<file path="src/rtl/lz4_sequence_parser.sv">
// LZ4 block sequence parser: splits the compressed byte stream into a literal
// byte stream (zero-latency pass-through) and registered match commands.
module lz4_sequence_parser #(
    parameter int LEN_W = 16,
    parameter int OFF_W = 16
) (
    input  logic             clk,
    input  logic             rst,
    input  logic             in_valid,
    input  logic [7:0]       in_data,
    input  logic             in_last,
    output logic             in_ready,
    output logic             lit_valid,
    output logic [7:0]       lit_data,
    input  logic             lit_ready,
    output logic             match_valid,
    output logic [OFF_W-1:0] match_offset,
    output logic [LEN_W-1:0] match_length,
    input  logic             match_ready,
    output logic             block_done,
    output logic             err
);
    localparam logic [2:0] S_TOKEN      = 3'd0;
    localparam logic [2:0] S_LIT_EXT    = 3'd1;
    localparam logic [2:0] S_LITERALS   = 3'd2;
    localparam logic [2:0] S_OFF_LO     = 3'd3;
    localparam logic [2:0] S_OFF_HI     = 3'd4;
    localparam logic [2:0] S_MATCH_EXT  = 3'd5;
    localparam logic [2:0] S_MATCH_EMIT = 3'd6;
    localparam logic [2:0] S_ERROR      = 3'd7;

    logic [2:0]       state;
    logic [LEN_W-1:0] lit_cnt;
    logic [LEN_W-1:0] mlen;
    logic [OFF_W-1:0] off_q;
    logic             mext;
    logic             in_fire;
    logic [LEN_W:0]   lit_sum;
    logic [LEN_W:0]   mlen_sum;
    logic [15:0]      off_full;

    always_comb begin
        in_ready = 1'b0;
        case (state)
            S_TOKEN, S_LIT_EXT, S_OFF_LO, S_OFF_HI, S_MATCH_EXT: in_ready = !rst;
            S_LITERALS:                                           in_ready = lit_ready && !rst;
            default:                                              in_ready = 1'b0;
        endcase
    end

    assign in_fire      = in_valid && in_ready;
    assign lit_valid    = (state == S_LITERALS) && in_valid;
    assign lit_data     = in_data;
    assign match_valid  = (state == S_MATCH_EMIT);
    assign match_offset = off_q;
    assign match_length = mlen;
    assign err          = (state == S_ERROR);

    // Extra carry bit detects length overflow past LEN_W.
    assign lit_sum  = {1'b0, lit_cnt} + (LEN_W+1)'(in_data);
    assign mlen_sum = {1'b0, mlen} + (LEN_W+1)'(in_data);
    assign off_full = {in_data, off_q[7:0]};

    always_ff @(posedge clk or posedge rst) begin
        if (rst) begin
            state      <= S_TOKEN;
            lit_cnt    <= '0;
            mlen       <= '0;
            off_q      <= '0;
            mext       <= 1'b0;
            block_done <= 1'b0;
        end else begin
            block_done <= 1'b0;
            case (state)
                S_TOKEN: if (in_fire) begin
                    lit_cnt <= LEN_W'(in_data[7:4]);
                    mlen    <= LEN_W'(in_data[3:0]) + LEN_W'(4);
                    mext    <= (in_data[3:0] == 4'hF);
                    if (in_last) begin
                        if (in_data[7:4] == 4'h0) block_done <= 1'b1;
                        else                      state      <= S_ERROR;
                    end else if (in_data[7:4] == 4'hF) state <= S_LIT_EXT;
                    else if (in_data[7:4] != 4'h0)     state <= S_LITERALS;
                    else                               state <= S_OFF_LO;
                end
                S_LIT_EXT: if (in_fire) begin
                    lit_cnt <= lit_sum[LEN_W-1:0];
                    if (in_last || lit_sum[LEN_W]) state <= S_ERROR;
                    else if (in_data != 8'hFF)     state <= S_LITERALS;
                end
                S_LITERALS: if (in_fire) begin
                    lit_cnt <= lit_cnt - LEN_W'(1);
                    if (lit_cnt == LEN_W'(1)) begin
                        if (in_last) begin
                            block_done <= 1'b1;
                            state      <= S_TOKEN;
                        end else state <= S_OFF_LO;
                    end else if (in_last) state <= S_ERROR;
                end
                S_OFF_LO: if (in_fire) begin
                    off_q <= OFF_W'(in_data);
                    state <= in_last ? S_ERROR : S_OFF_HI;
                end
                S_OFF_HI: if (in_fire) begin
                    off_q <= OFF_W'(off_full);
                    if (in_last || off_full == 16'd0) state <= S_ERROR;
                    else if (mext)                    state <= S_MATCH_EXT;
                    else                              state <= S_MATCH_EMIT;
                end
                S_MATCH_EXT: if (in_fire) begin
                    mlen <= mlen_sum[LEN_W-1:0];
                    if (in_last || mlen_sum[LEN_W]) state <= S_ERROR;
                    else if (in_data != 8'hFF)      state <= S_MATCH_EMIT;
                end
                S_MATCH_EMIT: if (match_ready) state <= S_TOKEN;
                default: ;
            endcase
        end
    end
endmodule
</file>
<file path="config.mk">
export PLATFORM = sky130hd
export DESIGN_NAME = lz4_sequence_parser
export DESIGN_NICKNAME = d
export VERILOG_FILES = /design/src/rtl/lz4_sequence_parser.sv
export SDC_FILE = /design/constraint.sdc
export NUM_CORES = 1
export LEC_CHECK = 0
export BUFFER_PORTS_ARGS = -buffer_cell sky130_fd_sc_hd__buf_2
export CAP_MARGIN = 40
export CORE_ASPECT_RATIO = 0.7
export CORE_MARGIN = 1
export CORE_UTILIZATION = 63
export DETAILED_ROUTE_END_ITERATION = 10
export PLACE_DENSITY = 0.84
export SYNTH_ARGS = -nofsm -noshare
export SYNTH_HDL_FRONTEND = slang
export SYNTH_SLANG_ARGS = --single-unit
</file>
<file path="constraint.sdc">
create_clock -name clk -period 5.84 [get_ports clk]
set_input_delay 1.168 -clock clk [delete_from_list [all_inputs] [get_ports clk]]
set_output_delay 1.168 -clock clk [all_outputs]
set_load 0.1 [all_outputs]
</file>
==> Yosys cells after proc, flatten, opt, wreduce, memory -nomap -nowiden <==
Index checks and enable logic that the tools add are counted.
{ "totals": {"ff_bits": 53, "output_inout_bits": 45} }
{ "classes": {"n_addsub": 4, "n_eq_ne": 22, "n_mux": 40, "bitwise_logic": 1, "reduce_logical": 22} }
{ "op_table": {"columns": ["op", "n"], "rows": [
  ["$mux W16", 7],
  ["$pmux W16 S2", 2],
  ["$pmux W16 S3", 1],
  ["$mux W3", 15],
  ["$add A16 B8 Y17", 2],
  ["$pmux W3 S7", 1],
  ["$eq A16 B1 Y1 const B", 1],
  ["$logic_not A16 Y1", 1],
  ["$sub A16 B1 Y16 const B", 1],
  ["$eq A3 B3 Y1 const B", 4],
  ["$ne A2 B2 Y1 const B", 6],
  ["$reduce_and A12 Y1", 1],
  ["$mux W2", 5],
  ["$ne A3 B3 Y1 const B", 3],
  ["$reduce_and A3 Y1", 3],
  ["$eq A4 B4 Y1 const B", 2],
  ["$ne A8 B8 Y1 const B", 1],
  ["$mux W1", 7],
  ["$reduce_bool A7 Y1", 1],
  ["$eq A3 B2 Y1 const B", 2],
  ["$add A4 B3 Y5 const B", 1],
  ["$reduce_or A5 Y1", 1],
  ["$logic_not A4 Y1", 1],
  ["$pmux W1 S2", 2],
  ["other kinds (13)", 18]
]} }

==> Logic depth before layout (Yosys ltp) <==
{ "logic_depth": {"word_depth": 6, "depth_mapped": 10} }

==> Worst setup path before layout <==
Ideal clock, no wire load.
{ "synth_timing": {"path_kind": "input to output", "from": "input rst", "to": "output in_ready", "arrival_time_ps": 3289, "path_slack_ps": 1383, "path_stages": 2, "n_path_buf": 0, "cell_sequence": "inv_1 -> and3_1"} }
{ "synth_between": {"elab_chain_len": 3} }
{ "synth_rtl": {"columns": ["element", "line", "text"], "rows": [
  ["from (decl)", "8", "input logic rst,"],
  ["$logic_not A1 Y1 (no line) *", null, null],
  ["$logic_and A1 B1 Y1", "46", "S_LITERALS: in_ready = lit_ready && !rst;"],
  ["$pmux W1 S2 *", "44", "case (state)"],
  ["to (decl)", "12", "output logic in_ready,"]
]} }
Every way passes the cells marked *; elsewhere a longest branch is shown, timed or not.

==> Worst setup path after layout <==
{ "layout_timing": {"from": "register state[0]", "to": "output lit_valid"} }
{ "layout_between": {"elab_chain_len": 2} }
{ "layout_rtl": {"columns": ["element", "line", "text"], "rows": [
  ["from (decl)", "32", "logic [2:0] state;"],
  ["from (signal assigned)", "102", "state <= in_last ? S_ERROR : S_OFF_HI;"],
  ["$eq A3 B2 Y1", "52", "assign lit_valid = (state == S_LITERALS) && in_valid;"],
  ["$logic_and A1 B1 Y1", "52", null],
  ["to (decl)", "13", "output logic lit_valid,"]
]} }
No other way between the ends.

==> PnR_summary.wiki <==
{| class="wikitable"
! Metric !! Value
|-
| Die outline height || 68.8 um
|-
| Critical Path Source Type || flip-flop
|-
| Number of global-route vias before repair || 3501
|-
| Number of enable-type register cells in the synthesized netlist || 0
|-
| Count of vias placed by the detailed router || between 3000 and 4000
|-
| Data arrival time of the worst path || approximately 2.5 ns
|-
| F_max || 0.274 GHz
|-
| Starting DRC count in detailed routing || 482
|-
| Cell breakdown of the critical path || inv_1 > ha_1 > nand2b_1 > nor2_1 > buf_2
|-
| Post-Synthesis Cell Area || between 4000 and 5000 um^2
|-
| Die area || around 6700 um^2
|-
| Largest net degree at the start of global routing || 32
|-
| Initial standard-cell utilization of the core || 67.8%
|-
| Endpoint class of the critical path || output port
|-
| Dominant register cell in the synthesized netlist || sky130_fd_sc_hd__dfrtp_1
|-
| Total wire length after detailed routing || ~11 mm
|-
| Number of search-and-repair iterations in the first detailed-routing pass || 5
|-
| Antenna diode instance count || 0
|-
| Worst skew pair latency || 0.33 ns
|-
| Placeable core region || 5930 um^2
|-
| Headroom to the max-slew limit || 38.5%
|-
| Setup CP Type || reg -> out
|-
| I/O pin count || 59
|-
| RSZ-0062 raised after global routing || false
|-
| Number of warning messages in the yosys log || 0
|-
| Final core area utilization || between 70 and 80%
|-
| Slowest stage delay, CP || 0.52 ns
|-
| Setup fix buffers added after clock tree synthesis || 0
|-
| Fraction of synthesis flops using an asynchronous set or reset pin || 100%
|-
| Number of nets still failing antenna checks after routing || 0
|-
| Final Setup Violations || 0
|-
| Number of instances resized during post-cts repair || 0
|-
| Crit path max-delay cell type || sky130_fd_sc_hd__nand2b_1
|-
| Total Neg Setup Slack || 0 ns
|-
| Synth Net Count || 512
|-
| Number of buffers created by CTS || 5
|-
| Least-Margin Pin Slew || 0.923 ns
|-
| Leading cell type in the layout, fill and taps excluded || sky130_fd_sc_hd__buf_2
|-
| Buffer levels on the longest clock path || 2
|-
| Crit share post-route || a little over three fifths
|-
| Depth of the CTS H-tree || 2
|-
| CP Max Fanout || 20
|-
| Flip-flop and latch count after synthesis || 53
|-
| Most used cells in the layout excluding fill and tap cells || sky130_fd_sc_hd__buf_2, sky130_fd_sc_hd__dfrtp_1, sky130_fd_sc_hd__nor2_1
|-
| Buffer cell driving the clock tree root || sky130_fd_sc_hd__clkbuf_8
|-
| Data required time of the worst path || 4.67 ns
|-
| CTS hold repair buffers || 0
|-
| Final-stage net count || roughly 550
|-
| Number of clock sinks || 53
|-
| Tightest Hold Check Type || reg -> reg
|-
| Via count normalized by instance count || 6.74
|-
| Initial antenna violation count || 0
|-
| Final Max Slew Viols || 0
|-
| Core Rows || 23
|-
| Max-capacitance violation count || 0
|-
| Portion of the post-synthesis area used by sequential elements || 33.0%
|-
| Area growth from synthesis to layout || 7.87%
|-
| Port Buf Inserts || 58
|-
| Share of final-layout standard cells stronger than drive strength 1 || 17.0%
|-
| Final weighted congestion of routability-driven global placement || 0.936
|-
| Detail-routed net length per standard cell || 18.9 um
|-
| First-pass GRT wire length || about 18 mm
|-
| Clock edge transition at the registers on the reported setup and hold paths || 0.11 ns
|-
| Hold Fails Final Rpt || 0
|-
| # DRC || 0
|-
| Filler Cell Count || 463
|-
| Clock skew after layout || just under 0.009 ns
|-
| Synth Area per Inst || 8.52 um^2
|-
| Overall fraction of global-route tracks in use || 33.7%
|-
| Clock period minus worst slack || 3.65 ns
|-
| Distinct cell type count after synthesis || 69
|-
| Result of the run || complete, no violations
|-
| TritonCTS clock tree || built
|-
| Global-route congestion overflow total || 0
|-
| Gate count of the mapped netlist || 472
|-
| DP HPWL || between 8 and 9 mm
|-
| Die Wd || 97.5 um
|}
final timing paths:
kind / to / depth (start not counted) / slack, ns / from
setup / recovery: lit_valid / 5 / 2.19 / state[0]
hold / removal: match_offset[13] / 1 / 0.51 / match_offset[13]
setup reg to reg: match_length[11] / 8 / 2.52 / state[1]
hold reg to reg: match_offset[13] / 1 / 0.51 / match_offset[13]
max in group asynchronous: match_length[4] / 3 / 4.11 / rst
min in group asynchronous: lit_cnt[0] / 2 / 0.91 / rst
final cells by class:
cell class	instances	area, um^2	area share, %
flip-flops and latches	53	1330	30.6
clock buffers	5	68.8	1.59
repair buffers	60	303	6.98
multi-input cells	376	2460	56.7
well taps	75	93.8	2.16
clock inverters	3	26.3	0.606
inverters	16	60.1	1.38
logic make-up after synthesis:
group / after synthesis / synth area share (%)
AO/OA/AOI/OAI: 142 / 23.9
XOR/XNOR: 15 / 3.27
adder cells (fa/ha/maj): 26 / 8.46
buffers and inverters: 43 / 5.85
flip-flops: 53 / 33.0
multiplexers: 9 / 2.55
AND/OR/NAND/NOR: 184 / 23.0
through the flow:
step,setup WS (ns),instances,area [um^2],hold slack (ns)
after detailed placement,2.08,580,4240,0.479
after global placement,2.25,579,4240,0.475
after floorplan,1.38,472,4020,0.471
after CTS,2.24,588,4340,0.507
final,2.19,588,4340,0.506
after global routing,2.12,588,4340,0.531
routing by layer:
metal  global-route usage, %  share of wire [%]  up-vias  wire length, um
met5                       0                  0        -                0
met4                    9.19                1.2        0              131
met3                    8.47                 12       26             1320
met2                    49.8                 42      241             4700
met1                    49.3                 45     1872             4970
li1                        -                  -     1824                -
state kept, by name, indices dropped and copies added (netlist names):
signal        count
lit_cnt          16
match_length     16
match_offset     16
state             3
block_done        1
mext              1
cell usage after synthesis (all sizes together), types with 3 or more instances:
cell / count / area share [%]
dfrtp: 53 / 33
nor2: 51 / 4.8
nand2: 48 / 4.5
o21ai: 33 / 4.1
a21oi: 31 / 3.9
ha: 24 / 7.5
nand3: 20 / 2.6
inv: 16 / 1.5
clkbuf: 15 / 2.1
a22o: 12 / 2.6
buf: 12 / 2.2
nor3: 12 / 1.5
xor2: 11 / 2.4
o31ai: 8 / 1.6
a211oi: 7 / 1.4
a21o: 7 / 1.3
o211ai: 7 / 1.3
a31oi: 6 / 0.93
nand2b: 6 / 0.93
or4: 6 / 1.2
and3: 5 / 0.81
mux2i: 5 / 1.2
nand4: 5 / 0.78
nor4: 5 / 0.78
o21a: 5 / 0.93
o21bai: 5 / 0.93
or3: 5 / 0.93
and4: 4 / 0.90
mux2: 4 / 1.3
o22ai: 4 / 0.62
xnor2: 4 / 0.87
and2: 3 / 0.50
nor3b: 3 / 0.56
nor4b: 3 / 0.65
o32ai: 3 / 0.65
critical path: cells and delay by family (launching register included):
family                   cells  cell delay, ns
buffers and inverters        2            0.56
adder cells (fa/ha/maj)      1            0.37
flip-flops                   1            0.48
AND/OR/NAND/NOR              2            0.75
Power is left out: the tool's default activity adds up to more than one toggle a clock period on the data nets, which glitch-free logic cannot reach.
